File: config.mk
export PLATFORM = sky130hd
export DESIGN_NAME = dmem_arbiter
export DESIGN_NICKNAME = d
export VERILOG_FILES = /design/src/rtl/dmem_arbiter_pkg.sv /design/src/rtl/dmem_arbiter_rr_pick2.sv /design/src/rtl/dmem_arbiter.sv
export SDC_FILE = /design/constraint.sdc
export NUM_CORES = 1
export LEC_CHECK = 0
export BUFFER_PORTS_ARGS = -buffer_cell sky130_fd_sc_hd__buf_2
export CORE_ASPECT_RATIO = 0.7
export CORE_MARGIN = 4
export CORE_UTILIZATION = 34
export DETAILED_ROUTE_END_ITERATION = 8
export PLACE_DENSITY = 0.74
export RECOVER_POWER = 25
export SYNTH_ARGS = -nofsm -noshare
export SYNTH_HDL_FRONTEND = slang
export SYNTH_SLANG_ARGS = --single-unit
File: constraint.sdc
create_clock -name CLK -period 2.3 [get_ports CLK]
set_input_delay 0.46 -clock CLK [delete_from_list [all_inputs] [get_ports CLK]]
set_output_delay 0.46 -clock CLK [all_outputs]
set_load 0.01 [all_outputs]
File: src/rtl/dmem_arbiter_pkg.sv
// Shared constants for the data-memory path: opcodes, arbiter state encoding,
// port indices and the default data-memory depth.
package dmem_arbiter_pkg;

    // Load/store major opcodes used by the MEM stage decoder.
    localparam logic [6:0] OP_LOAD  = 7'b0000011;
    localparam logic [6:0] OP_STORE = 7'b0100011;

    // Number of 32-bit words in data memory unless overridden.
    localparam int DMEM_SIZE_DEFAULT = 1024;

    // Requester indices on REQ/WE/GNT/DONE.
    localparam logic PORT_CPU = 1'b0;
    localparam logic PORT_DBG = 1'b1;

    typedef enum logic [1:0] {
        ST_IDLE   = 2'd0,
        ST_ACCESS = 2'd1,
        ST_RDWAIT = 2'd2
    } state_t;

    // One-hot request/grant vector for a port index.
    function automatic logic [1:0] port_onehot(input logic port);
        logic [1:0] vec;
        vec = 2'b00;
        if (port == PORT_DBG) begin
            vec = 2'b10;
        end else begin
            vec = 2'b01;
        end
        return vec;
    endfunction

endpackage

File: src/rtl/dmem_arbiter_rr_pick2.sv
// Two-way round-robin selector: a lone requester always wins, on contention
// the port named by the pointer wins.
module rr_pick2 (
    input  logic [1:0] req,
    input  logic       pointer,
    output logic [1:0] grant
);

    // Pick at most one requester, preferring the pointer on a tie.
    always_comb begin
        grant = 2'b00;
        case (req)
            2'b01:   grant = 2'b01;
            2'b10:   grant = 2'b10;
            2'b11:   grant = pointer ? 2'b10 : 2'b01;
            default: grant = 2'b00;
        endcase
    end

endmodule

File: src/rtl/dmem_arbiter.sv
// Data-memory arbiter between the CPU MEM stage (port 0) and the debug/DMA
// port (port 1). Writes finish in ACCESS, reads wait one extra cycle for the
// synchronous memory and complete with DONE in the following cycle.
module dmem_arbiter
    import dmem_arbiter_pkg::*;
#(
    parameter int DMEM_SIZE = DMEM_SIZE_DEFAULT
) (
    input  logic        CLK,
    input  logic        RST,
    input  logic [1:0]  REQ,
    input  logic [1:0]  WE,
    input  logic [31:0] ADDR0,
    input  logic [31:0] ADDR1,
    input  logic [31:0] WDATA0,
    input  logic [31:0] WDATA1,
    output logic [1:0]  GNT,
    output logic [1:0]  DONE,
    output logic        ERR,
    output logic [31:0] RDATA,
    output logic        MEM_EN,
    output logic        MEM_WE,
    output logic [31:0] MEM_ADDR,
    output logic [31:0] MEM_WDATA,
    input  logic [31:0] MEM_RDATA
);

    localparam logic [31:0] DMEM_LIMIT = 32'(DMEM_SIZE);

    state_t      state_r;
    logic        ptr_r;       // preferred port on the next tie
    logic        port_r;      // port owning the transaction in flight
    logic        rd_r;        // in-range load in flight, needs RDWAIT
    logic [1:0]  pick_s;
    logic        win_s;
    logic        sel_we_s;
    logic [31:0] sel_addr_s;
    logic [31:0] sel_wdata_s;
    logic        sel_ok_s;

    rr_pick2 u_pick (
        .req     (REQ),
        .pointer (ptr_r),
        .grant   (pick_s)
    );

    // Steer the winning port's command fields and range-check its address.
    always_comb begin
        win_s       = pick_s[1];
        sel_we_s    = 1'b0;
        sel_addr_s  = 32'd0;
        sel_wdata_s = 32'd0;
        if (win_s == PORT_DBG) begin
            sel_we_s    = WE[1];
            sel_addr_s  = ADDR1;
            sel_wdata_s = WDATA1;
        end else begin
            sel_we_s    = WE[0];
            sel_addr_s  = ADDR0;
            sel_wdata_s = WDATA0;
        end
        sel_ok_s = (sel_addr_s < DMEM_LIMIT);
    end

    // Arbitration FSM; every output is registered so it lines up with the
    // state it belongs to (GNT/MEM_* in ACCESS, read DONE after RDWAIT).
    always_ff @(posedge CLK) begin
        if (RST) begin
            state_r   <= ST_IDLE;
            ptr_r     <= PORT_CPU;
            port_r    <= PORT_CPU;
            rd_r      <= 1'b0;
            GNT       <= 2'b00;
            DONE      <= 2'b00;
            ERR       <= 1'b0;
            RDATA     <= 32'd0;
            MEM_EN    <= 1'b0;
            MEM_WE    <= 1'b0;
            MEM_ADDR  <= 32'd0;
            MEM_WDATA <= 32'd0;
        end else begin
            GNT    <= 2'b00;
            DONE   <= 2'b00;
            ERR    <= 1'b0;
            MEM_EN <= 1'b0;
            MEM_WE <= 1'b0;
            case (state_r)
                ST_IDLE: begin
                    if (REQ != 2'b00) begin
                        GNT       <= pick_s;
                        port_r    <= win_s;
                        ptr_r     <= ~win_s;
                        MEM_ADDR  <= sel_addr_s;
                        MEM_WDATA <= sel_wdata_s;
                        state_r   <= ST_ACCESS;
                        if (!sel_ok_s) begin
                            DONE  <= pick_s;
                            ERR   <= 1'b1;
                            RDATA <= 32'd0;
                            rd_r  <= 1'b0;
                        end else if (sel_we_s) begin
                            MEM_EN <= 1'b1;
                            MEM_WE <= 1'b1;
                            DONE   <= pick_s;
                            rd_r   <= 1'b0;
                        end else begin
                            MEM_EN <= 1'b1;
                            MEM_WE <= 1'b0;
                            rd_r   <= 1'b1;
                        end
                    end else begin
                        state_r <= ST_IDLE;
                    end
                end
                ST_ACCESS: begin
                    state_r <= rd_r ? ST_RDWAIT : ST_IDLE;
                end
                ST_RDWAIT: begin
                    RDATA   <= MEM_RDATA;
                    DONE    <= port_onehot(port_r);
                    rd_r    <= 1'b0;
                    state_r <= ST_IDLE;
                end
                default: begin
                    state_r <= ST_IDLE;
                end
            endcase
        end
    end

endmodule

==> impl_metrics.yaml, run 1 <==
outcome:
  status: "completed"
setup_path:
  endpoint_kind: "register"
  critPathArrivalTime_ns: 2.24
  slowest_stage: "o21ai_1"
  ff2ff_setup_slack_ns: 0.33
  crit_family: "compound AO/OA/AOI/OAI gates"
  worstSetupStartpoint: "state_r[0]"
  cpMostUsedCell: "o21ai_1"
  crit_buf_inv: 2
  crit_type: "reg2reg"
  crit_path_start_kind: "register"
  path_cells: "clkbuf_1 -> nor2_4 -> o21ai_1 -> buf_4 -> a22oi_1 -> o21ai_1"
  r2r-start: "state_r[0]"
  slowest_delay_ns: 0.49
  cp_data_required_time_ns: 2.57
  crit_path_max_fanout: 16
sta:
  slew_viol_final: 0
  tightest_slew_ns: 1.02
  fin_ws_ns: 0.326
  rsz0062_at_grt: "no"
  fmaxAchievable_mhz: 507
  setup_viol: 0
  hold_slack_ns: 0.314
  hold_violations: 0
  period_share_pct: 85.8
  tns_ns: 0
  fin_crit_ns: 1.97
  skew_ns: 0.00881
  relSlewSlack_pct: 31.4
min_path:
  hp-class: "in2reg"
  hold_path_startpoint: "WDATA0[14]"
yosys:
  synth.top_cells.by_count: "dfxtp_1, nor2_1, a22oi_1"
  ys.flop_type: "dfxtp_1"
  post-synth-top-count-cell: "dfxtp_1"
  synthDistinctLibCells: 33
  yosysWarnings: 0
  syn-num-nets: 635
  synth-seq-cells: 108
  synthArstFlopShare_pct: 0
  synth_edf_count: 0
  synth.largest_area_cell: "dfxtp_1"
  ys_top_cells_by_area: "dfxtp_1, a22oi_1, a222oi_1, mux2i_1, nor2_1"
  syn-mean-instance-area_um2: 9.45
  synth.yosys.seq_area_share_pct: 48.8
  synth_top_area_share_pct: 48.8
  netlist_instances: 469
  netlist_area_um2: 4430
global_routing:
  grt_pass1_vias: 4610
  grt-ovfl-total: 0
  grt_pass1_wl_mm: 23.2
  grt_max_degree: 56
  grt_antenna_before_repair: 0
  grt_util_all_layers_pct: 18.8
floorplanning:
  core_um2: 12600
  die_w_um: 144
  die_area_um2: 15000
  row_count: 34
  die_y_um: 104
  start_util_pct: 35.2
  ios: 269
placed_design:
  hpwl_mm: 11.0
  dp_slack_ns: 0.102
  port_buffers: 268
  place_inst: 869
  gp_congestion: 0.848
final_layout:
  stdcell_count: 885
  nNetsFinal: 884
  antenna_cells: 0
  area_delta_synth_final_pct: 39.7
  drive_above_1_share_pct: 36.2
job:
  drv_cap: 0
clock_tree:
  ctsHoldBuffers: 0
  cts_buffers: 9
  clkSinkCount: 108
  clk_pin_slew_ns: 0.07
  cts_buffer_depth: 2
  postCtsSetupRepairBufs: 0
  post_cts_resized: 0
  cts_tree: "yes"
  cts_root_buffer: "clkbuf_16"
  cts_max_level: 3
  clock_latency_ns: 0.34
power_and_ir_drop:
  leakage_nw: 2.71
  ir_drop_v: 0.000362
  power_mw: 4.20
  power_density_nw_per_um2: 678
routing:
  first_pass_iters: 6
  drc: 0
  ant_nets: 0
  avgRoutedWirePerCell_um: 16.6
  num_vias: 4734
  wl_mm: 14.7
  vias_per_cell: 5.35
  first_iter_violations: 329
==> state kept, by name (all words and copies together) (netlist names) <==
name,flops
DONE,2
ERR,1
GNT,2
MEM_ADDR,32
MEM_EN,1
MEM_WDATA,32
MEM_WE,1
RDATA,32
port_r,1
ptr_r,1
rd_r,1
state_r,2
==> final cells by class <==
type | instances | area (um2)
flip-flops and latches | 108 | 2160
clock buffers | 10 | 229
clock inverters | 6 | 45.0
inverters | 2 | 7.51
multi-input cells | 310 | 2070
well taps | 162 | 203
fillers | 1222 | 6400
repair buffers | 287 | 1480
==> cells in the final DEF, fill, tap and decap left out, types with 2 or more instances in the layout <==
cell type / instances
o21a_1: 2
and2_1: 2
a21oi_1: 34
clkinv_2: 2
a222oi_1: 30
dfxtp_1: 108
buf_4: 14
inv_6: 3
nand3_1: 2
mux2i_4: 2
o21ai_1: 14
buf_2: 217
nor3_1: 6
clkbuf_1: 52
clkbuf_16: 9
nor2_1: 61
a22oi_1: 44
a211oi_1: 22
mux2i_1: 23
buf_12: 5
nor4_1: 7
nand2_1: 14
nand4_1: 34
==> final timing paths <==
| kind | to | cells past startpoint |
|---|---|---|
| setup / recovery | MEM_ADDR[9] | 6 |
| hold / removal | MEM_WDATA[14] | 3 |
| setup reg to reg | MEM_ADDR[9] | 6 |
| hold reg to reg | state_r[1] | 1 |
==> power by group <==
part           internal [mW]  switching, mW
sequential              1.98         0.0570
clock                  0.746          0.698
combinational          0.313          0.405
==> layer usage <==
layer	global-route usage, %	routed length, um	vias up
met5	0	0	-
met4	4.59	178	0
met3	5.71	1410	14
met2	30.3	6830	219
met1	24.7	6290	2191
li1	-	-	2310
==> kinds of logic (layout without fill, tap and decap cells) <==
logic type / after synthesis / count (layout) / synth area share [%]
AOI/OAI and AO/OA: 151 / 151 / 24.7
buffers and inverters: 51 / 305 / 5.39
DFF: 108 / 108 / 48.8
muxes: 25 / 25 / 6.21
and+or+nand+nor: 134 / 134 / 15.0
==> metrics by stage <==
step | area, um2 | util [%]
after global placement | 6000 | 47.6
after detailed placement | 6000 | 47.6
after CTS | 6270 | 49.8
final | 6190 | 49.2
after global routing | 6190 | 49.2
after floorplan | 4430 | -
==> tightest hold or removal path, delay by kind of cell <==
kind / cells / cell delay, ns
and+or+nand+nor: 1 / 0.04
AOI/OAI and AO/OA: 1 / 0.05
buffers and inverters: 1 / 0.07
Power figures use the tool's default switching activity.
==> run 2, diff against run 1 <==
Settings changed: CORE_MARGIN 4 to 5.
==> impl_metrics.yaml, run 2 (synthesis results as in run 1) <==
outcome:
  status: "completed"
floorplanning:
  row_count: 34
  die_area_um2: 15500
  start_util_pct: 35.2
  die_w_um: 146
  ios: 269
  die_y_um: 106
  core_um2: 12600
setup_path:
  critPathArrivalTime_ns: 2.14
  crit_type: "reg2reg"
  ff2ff_setup_slack_ns: 0.43
  endpoint_kind: "register"
  crit_path_start_kind: "register"
  r2r-start: "ptr_r"
  crit_path_max_fanout: 24
  r2r_end: "MEM_WDATA[15]"
  cp_data_required_time_ns: 2.57
  r2r_cells: 5
global_routing:
  grt-ovfl-total: 0
  met3_usage_pct: 6.91
  grt_max_degree: 45
  grt_pass1_vias: 4597
  grt_pass1_wl_mm: 23.9
  met1_usage_pct: 24.5
  busiest_layer: "met2"
  met2_usage_pct: 29.3
  grt_util_all_layers_pct: 18.6
  grt_antenna_before_repair: 1
sta:
  slew_viol_final: 0
  fin_crit_ns: 1.87
  setup_viol: 0
  skew_ns: 0.00954
  fin_ws_ns: 0.434
  tightest_slew_ns: 0.907
  relSlewSlack_pct: 39.3
  rsz0062_at_grt: "no"
  hold_slack_ns: 0.317
  period_share_pct: 81.1
  tns_ns: 0
  hold_violations: 0
  fmaxAchievable_mhz: 536
clock_tree:
  clkSinkCount: 108
  ctsHoldBuffers: 0
  cts_tree: "yes"
  postCtsSetupRepairBufs: 0
  cts_buffers: 9
  clock_latency_ns: 0.34
  post_cts_resized: 0
  cts_buffer_depth: 2
  cts_max_level: 3
  clk_pin_slew_ns: 0.08
  cts_root_buffer: "clkbuf_16"
power_and_ir_drop:
  p_clk_share_pct: 35.3
  switching_power_mw: 1.17
  ir_drop_v: 0.000424
  leakage_nw: 2.72
  switching_share_pct: 27.4
  p_int_mw: 3.10
  p_seq_share_pct: 47.9
  power_density_nw_per_um2: 686
  p_comb_share_pct: 16.8
routing:
  avgRoutedWirePerCell_um: 17.2
  vias_per_cell: 5.36
  first_iter_violations: 319
  ant_nets: 0
  drc: 0
  num_vias: 4738
  wl_mm: 15.2
  first_pass_iters: 8
final_layout:
  n_fill_cell: 1231
  drive_above_1_share_pct: 36.6
  reg_top3: "MEM_ADDR: 32 flops, MEM_WDATA: 32 flops, RDATA: 32 flops"
  area_delta_synth_final_pct: 40.1
  layout_commonest_cell: "buf_2"
  nNetsFinal: 883
  most-common-layout-cells: "buf_2, dfxtp_1, nor2_1"
  antenna_cells: 0
min_path:
  hp-class: "in2reg"
  hold_path_startpoint: "WDATA0[21]"
  min_to: "MEM_WDATA[21]"
  hold_depth: 3
placed_design:
  dp_slack_ns: 0.193
  hpwl_mm: 11.4
  port_buffers: 268
  gp_congestion: 0.867
job:
  drv_cap: 0
run 2: changes by cell type in the layout (fill, tap and decap cells not counted):
cell and change:
buf_12 -1, inv_6 -1, buf_4 +1, clkinv_4 +1, o21ai_4 +1, clkinv_2 -2
clkinvlp_4 +1, o21ai_1 -1, clkbuf_1 -2, clkbuf_8 +2
run 2: critical path, cell delays in order (launching register included):
cell and delay, ns:
dfxtp_1 0.44, o21ai_4 0.16, nor3_4 0.72, buf_12 0.25, a222oi_1 0.10, nor2_1 0.12
run 2: how the worst max path moves through the flow:
stage,start,slack (ns),end
2_1_floorplan,REQ[0],0.69,RDATA[19]
3_3_place_gp,REQ[0],0.21,MEM_WDATA[9]
3_5_place_dp,ADDR0[24],0.19,RDATA[17]
4_1_cts,ptr_r,0.41,MEM_WDATA[15]
5_1_grt,ptr_r,0.27,MEM_WDATA[15]
6_report,ptr_r,0.43,MEM_WDATA[15]
run 2: through the flow:
stage / util, % / cells / instance area (um2) / total power [mW]
final: 49.3 / 884 / 6210 / 4.26
after global routing: 49.3 / 884 / 6210 / 4.48
after CTS: 49.8 / 884 / 6270 / 4.34
after detailed placement: 47.5 / 868 / 5980 / 2.82
after global placement: 47.5 / 868 / 5980 / 2.81
after floorplan: - / 469 / 4430 / 2.45
run 2: routing by layer:
layer  wire [um]  up-vias
li1            -     2309
met1        6560     2187
met2        6940      219
met3        1470       21
met4         224        2
met5          13        -
run 2: area by class of cell:
cell class | count | area, um2 | share of cell area [%]
sequential | 108 | 2160 | 34.8
multi-input combinational | 310 | 2080 | 33.4
timing repair buffer | 286 | 1470 | 23.6
clock buffer | 11 | 253 | 4.07
tap | 162 | 203 | 3.26
clock inverter | 5 | 42.5 | 0.685
inverter | 2 | 7.51 | 0.121
run 2: power groups by stage:
stage                     Combinational (mW)  Sequential (mW)  Clock (mW)
after CTS                              0.741             2.04        1.56
after floorplan                        0.324             2.13           0
final                                  0.715             2.04        1.50
after detailed placement               0.741             2.08           0
after global placement                 0.734             2.08           0
after global routing                   0.789             2.05        1.63
